`src/rtl/parity_frame_fsm.sv`:
```
// parity_frame_fsm: streaming frame parity generator with optional received-parity check (PARITY_CHECK_EN)
module parity_frame_fsm #(
  parameter int WIDTH     = 8,
  parameter int FRAME_LEN = 4,
  parameter int CW        = $clog2(FRAME_LEN + 1)
) (
  input  logic             clk,
  input  logic             rst,
  input  logic             in_valid,
  output logic             in_ready,
  input  logic [WIDTH-1:0] din,
  input  logic             in_last,
  output logic             par_valid,
  output logic             even,
  output logic             odd,
  output logic [CW-1:0]    frame_words
`ifdef PARITY_CHECK_EN
  ,
  input  logic             odd_sel,
  input  logic             exp_par,
  output logic             err
`endif
);
  typedef enum logic [1:0] {IDLE, ACCUM, DONE} state_t;
  state_t state, state_n;
  logic acc, acc_n, accept, fin;
  logic [CW-1:0] cnt, cnt_n;
  assign accept = in_valid & in_ready;
  assign acc_n  = acc ^ (^din);
  assign cnt_n  = cnt + CW'(1);
  assign fin    = in_last | (cnt_n == CW'(FRAME_LEN));
  always_ff @(posedge clk or posedge rst)
    if (rst) state <= IDLE;
    else     state <= state_n;
  always_comb
    state_n = state == DONE ? IDLE : accept ? (fin ? DONE : ACCUM) : state;
  always_comb begin
    in_ready  = state != DONE;
    par_valid = state == DONE;
  end
  // acc/cnt are cleared on the final word so IDLE always starts from zero
  always_ff @(posedge clk or posedge rst)
    if (rst) begin
      acc         <= 1'b0;
      cnt         <= '0;
      even        <= 1'b0;
      odd         <= 1'b0;
      frame_words <= '0;
    end else if (accept) begin
      if (fin) begin
        acc         <= 1'b0;
        cnt         <= '0;
        even        <= acc_n;
        odd         <= ~acc_n;
        frame_words <= cnt_n;
      end else begin
        acc <= acc_n;
        cnt <= cnt_n;
      end
    end
`ifdef PARITY_CHECK_EN
  logic sel_r, sel;
  assign sel = state == IDLE ? odd_sel : sel_r;
  always_ff @(posedge clk or posedge rst)
    if (rst) begin
      sel_r <= 1'b0;
      err   <= 1'b0;
    end else if (accept) begin
      if (state == IDLE) sel_r <= odd_sel;
      if (fin) err <= (sel ? ~acc_n : acc_n) != exp_par;
    end
`endif
endmodule

```
`config.mk`:
```
export PLATFORM = sky130hd
export DESIGN_NAME = parity_frame_fsm
export DESIGN_NICKNAME = d
export VERILOG_FILES = /design/src/rtl/parity_frame_fsm.sv
export SDC_FILE = /design/constraint.sdc
export NUM_CORES = 1
export LEC_CHECK = 0
export ABC_AREA = 1
export BUFFER_PORTS_ARGS = -buffer_cell sky130_fd_sc_hd__buf_2
export CORE_ASPECT_RATIO = 0.6
export CORE_MARGIN = 5
export CORE_UTILIZATION = 30
export DETAILED_ROUTE_END_ITERATION = 10
export PLACE_DENSITY = 0.48
export SLEW_MARGIN = 20
export SYNTH_ARGS = -nofsm -noshare
export SYNTH_HDL_FRONTEND = slang
export SYNTH_SLANG_ARGS = --single-unit
```
`constraint.sdc`:
```
create_clock -name clk -period 1.4 [get_ports clk]
set_input_delay 0.42 -clock clk [delete_from_list [all_inputs] [get_ports clk]]
set_output_delay 0.42 -clock clk [all_outputs]
set_load 0.01 [all_outputs]
```
[After elaboration in Yosys (flattened, before gate mapping)]
Index checks and enable logic that the tools add are counted.
Word-level totals
  output and inout bits: 7
  logic and storage cells: 22
  bits in registers: 11
  input bits: 12
Operators by class
  reduce and logical (&&, ||, !) cells: 3
  equal/unequal tests: 3
  $add $sub $neg: 1
  bitwise logic cells: 4
  mux-type cells: 5
Operators with widths (number)
  parity 8 bit: 1
  two-way mux 2 bit: 3
  adder 3 x 1 -> 3 bit, second input constant: 1
  == test 3 bit, second input constant: 1
  two-way mux 3 bit: 1
  == test 2 bit, second input constant: 1
  != test 2 bit, second input constant: 1
  AND reduction 2 bit: 1
  nonzero test 2 bit: 1
  AND 1 bit: 1
  two-way mux 1 bit: 1
  NOT 1 bit: 1
  OR 1 bit: 1
  XOR 1 bit: 1

[Depth between registers and ports, before layout]
  depth after elaboration: 6
  gate-level depth with buffers: 11

[Worst setup path after synthesis]
Ideal clock, no wire load.
  kind: flip-flop to flip-flop
  from: register cnt[0]
  to: register even
  arrival: 1.187 ns
  data required time: 1.285 ns
  setup time: 0.115 ns
  period minus slack after synthesis: 1.302 ns
  cell stages (with the launch flop): 9
  path slack: 0.098 ns
  buffers on the path: 0
  path through: dfrtp_1 -> ha_1 -> xor2_1 -> nand2_1 -> nand2_2 -> nand2_4 -> clkinv_2 -> nand3_2 -> nand2_2
On the way
  cells in the longest elaborated chain, start to end: 4
RTL lines
  from (decl): line 27  | logic [CW-1:0] cnt, cnt_n;
  from (signal assigned): line 58  | cnt <= cnt_n;
  adder 3 x 1 -> 3 bit: line 30  | assign cnt_n = cnt + CW'(1);
  == test 3 bit: line 31  | assign fin = in_last | (cnt_n == CW'(FRAME_LEN));
  OR 1 bit: line 31
  AND reduction 2 bit (no source line)
  to (signal assigned): line 53  | even <= acc_n;
  to (decl): line 14  | output logic even,
Every way passes these cells.
A chain may end at the register's enable or synchronous reset.

[Final worst setup path]
  from: register state[0]
  to: output in_ready
On the way
  cells in the longest elaborated chain, start to end: 1
RTL lines
  from (decl): line 25  | state_t state, state_n;
  from (signal assigned): line 34  | else state <= state_n;
  != test 2 bit: line 38  | in_ready = state != DONE;
  to (decl): line 10  | output logic in_ready,
Every way passes these cells.

==> impl_results.md <==
- Run status: complete, no violations
- Final Wtd Congestion: 0.6837
- Initial Util: 31.24%
- Initial drt markers: 23
- Total Die Area: 3312 um2
- Synth cell types: 16
- Nets: 132
- First-pass GRT wire length: 2311 um
- Final Instance Area: 884.6 um2
- Highest Clock Rate: 746.8 MHz
- Worst skew pair latency: 240 ps
- Kind of critical path: flip-flop to output pin
- Vias in the first global route: 543
- Core ar.: 2147 um2
- Leakage Power: 0.0005291 uW
- Critical path launch point type: flip-flop
- Hpwl dp: 1089 um
- H-tree levels: 1
- Die Width: 71.04 um
- Vias per Instance: 4.020
- Mapped Nets: 105
- Clock buffer depth: 2
- CTS tree: built
- Clock sinks: 11
- Placed inst area: 805.8 um2
- Post-synth top area share: 41.04%
- Final min period: 1339 ps
- Global Route Usage Sum: 9.429%
- Mean post-synth cell area: 7.370 um2
- Slew Viols, Final: 0
- Antenna violations before repair: 0
- Post-CTS Hold Fix Bufs: 0
- Yosys reg bits: 11
- # diodes: 0
- WL/cell: 9.293 um
- Commonest non-fill, non-tap cell in the layout: nand2_1
- TritonRoute pass-1 iters: 4
- Final number of hold-violating endpoints: 0
- Worst hold path type: primary input to asynchronous set/reset pin
- Critical Path AT: 920 ps
- Final worst slack: 60.90 ps
- GR Overflow Total: 0
- Placed Cells: 140
- Post-route insts no fill: 147
- Peak supply drop: 0.3777 mV
- Post-Syn Instances: 91
- Count of final setup violators: 0
- Pwr dens: 1221 nW/um2
- DRC: 0
- Area Growth Syn to Fin: 31.90%
- Commonest cells after routing, fill and taps aside: nand2_1 (37), buf_2 (18), inv_1 (15), dfrtp_1 (11), nand2_2 (4)
- Worst hold slack: 180.7 ps
- Actual slew at the worst max-slew pin: 460.2 ps
- Largest net degree at the start of global routing: 12
- Max Clock Skew: 4.032 ps
- Crit end category: output pin
- Fin util: 41.20%
- DP Worst Slack: 80.87 ps
- Clock buffer count from CTS: 3
- # fillers: 233
- Cell Area, Synth: 670.6 um2
- Post-synthesis sequential area ratio: 41.04%
- Routed wire length: 1366 um
- Dominant cell type by area after synthesis: dfrtp_1
- Slew HR: 69.29%
- Die Y-Extent: 46.63 um
- Port Buffer Count: 18
- IO Count: 19
- Worst-path clk slew: 50 ps
- Max_cap viols: 0
- Clock root cell: clkbuf_8
- Final Cycle Share: 95.65%
- Via count: 591
- WP data required: 980 ps
- Share of layout cells above drive strength 1: 36.75%
- Antenna-violating nets left: 0
- Yosys warning count: 0
- # rows: 13
- Synth area leaders: dfrtp_1 (41%), nand2_1 (21%), inv_1 (9.0%), o21ai_2 (3.9%), ha_1 (3.7%)
- RSZ-0062 raised after global routing: yes
- Maximum fanout along the worst path: 3
## area by class of cell
type | instances | area [um2] | share of cell area, %
flip-flops and latches | 11 | 275.3 | 31.12
inverters | 19 | 72.57 | 8.204
multi-input cells | 62 | 341.6 | 38.61
clock buffers | 4 | 45.04 | 5.092
repair buffers | 21 | 112.6 | 12.73
well taps | 30 | 37.54 | 4.243
## stage by stage
step | setup TNS [ps] | total power (uW)
finish | 0 | 1081
global route | -72.38 | 1167
CTS | 0 | 1077
detailed placement | 0 | 746.5
global placement | 0 | 749.5
floorplan | 0 | 634.0
## worst max-delay path, stage by stage, from the launching register on
cell	delay (ps)
dfrtp_1	400
nor2_4	110
inv_1	40
buf_2	130
## cell families (layout without fill, tap and decap cells)
logic type / count (synthesis) / count (layout) / synth area share [%]
flip-flops: 11 / 11 / 41.04
AO/OA/AOI/OAI: 7 / 7 / 6.902
AND/OR/NAND/NOR: 50 / 51 / 34.89
adder cells (fa/ha/maj): 2 / 2 / 3.731
XOR/XNOR: 2 / 2 / 2.612
buffers and inverters: 19 / 44 / 10.82
## state kept, by name, summed over array words and instances, names as in the netlist
| signal | cells |
|---|---|
| odd | 1 |
| even | 1 |
| cnt | 3 |
| acc | 1 |
| state | 2 |
| frame_words | 3 |
## what timing repair did
item / in CTS / in global routing
endpoints found under the setup margin: 2 / 4
setup buffers: 0 / 2
pin swaps: 0 / 4
gates resized for setup: 1 / 3
gates cloned: 0 / 1
## Yosys cell counts (all sizes together)
cell	count
xor2	2
inv	18
o21ai	7
clkinv	1
nand3	5
ha	2
dfrtp	11
nand2	42
nor2	3
## routing by layer
| layer | vias up | share of wire [%] | track usage [%] |
|---|---|---|---|
| li1 | 323 | - | - |
| met1 | 255 | 51 | 12.89 |
| met2 | 11 | 41 | 13.08 |
| met3 | 2 | 7.2 | 5.447 |
| met4 | 0 | 0.51 | 1.124 |
| met5 | - | 0 | 0 |
## worst paths after layout
check                      startpoint        to  slack (ps)  cells past startpoint
setup / recovery             state[0]  in_ready          60                      3
hold / removal                    rst       acc         180                      2
setup reg to reg               cnt[1]      even          70                      8
hold reg to reg                   odd       odd         480                      2
max in group asynchronous         rst       odd         900                      2
min in group clk                  odd       odd         480                      2
## where the power goes
part           switching [uW]  internal [uW]  total [uW]
Sequential               43.1            386         429
Clock                     120            200         320
Combinational             192            139         331
No activity file was read; power rests on OpenSTA's default activity.
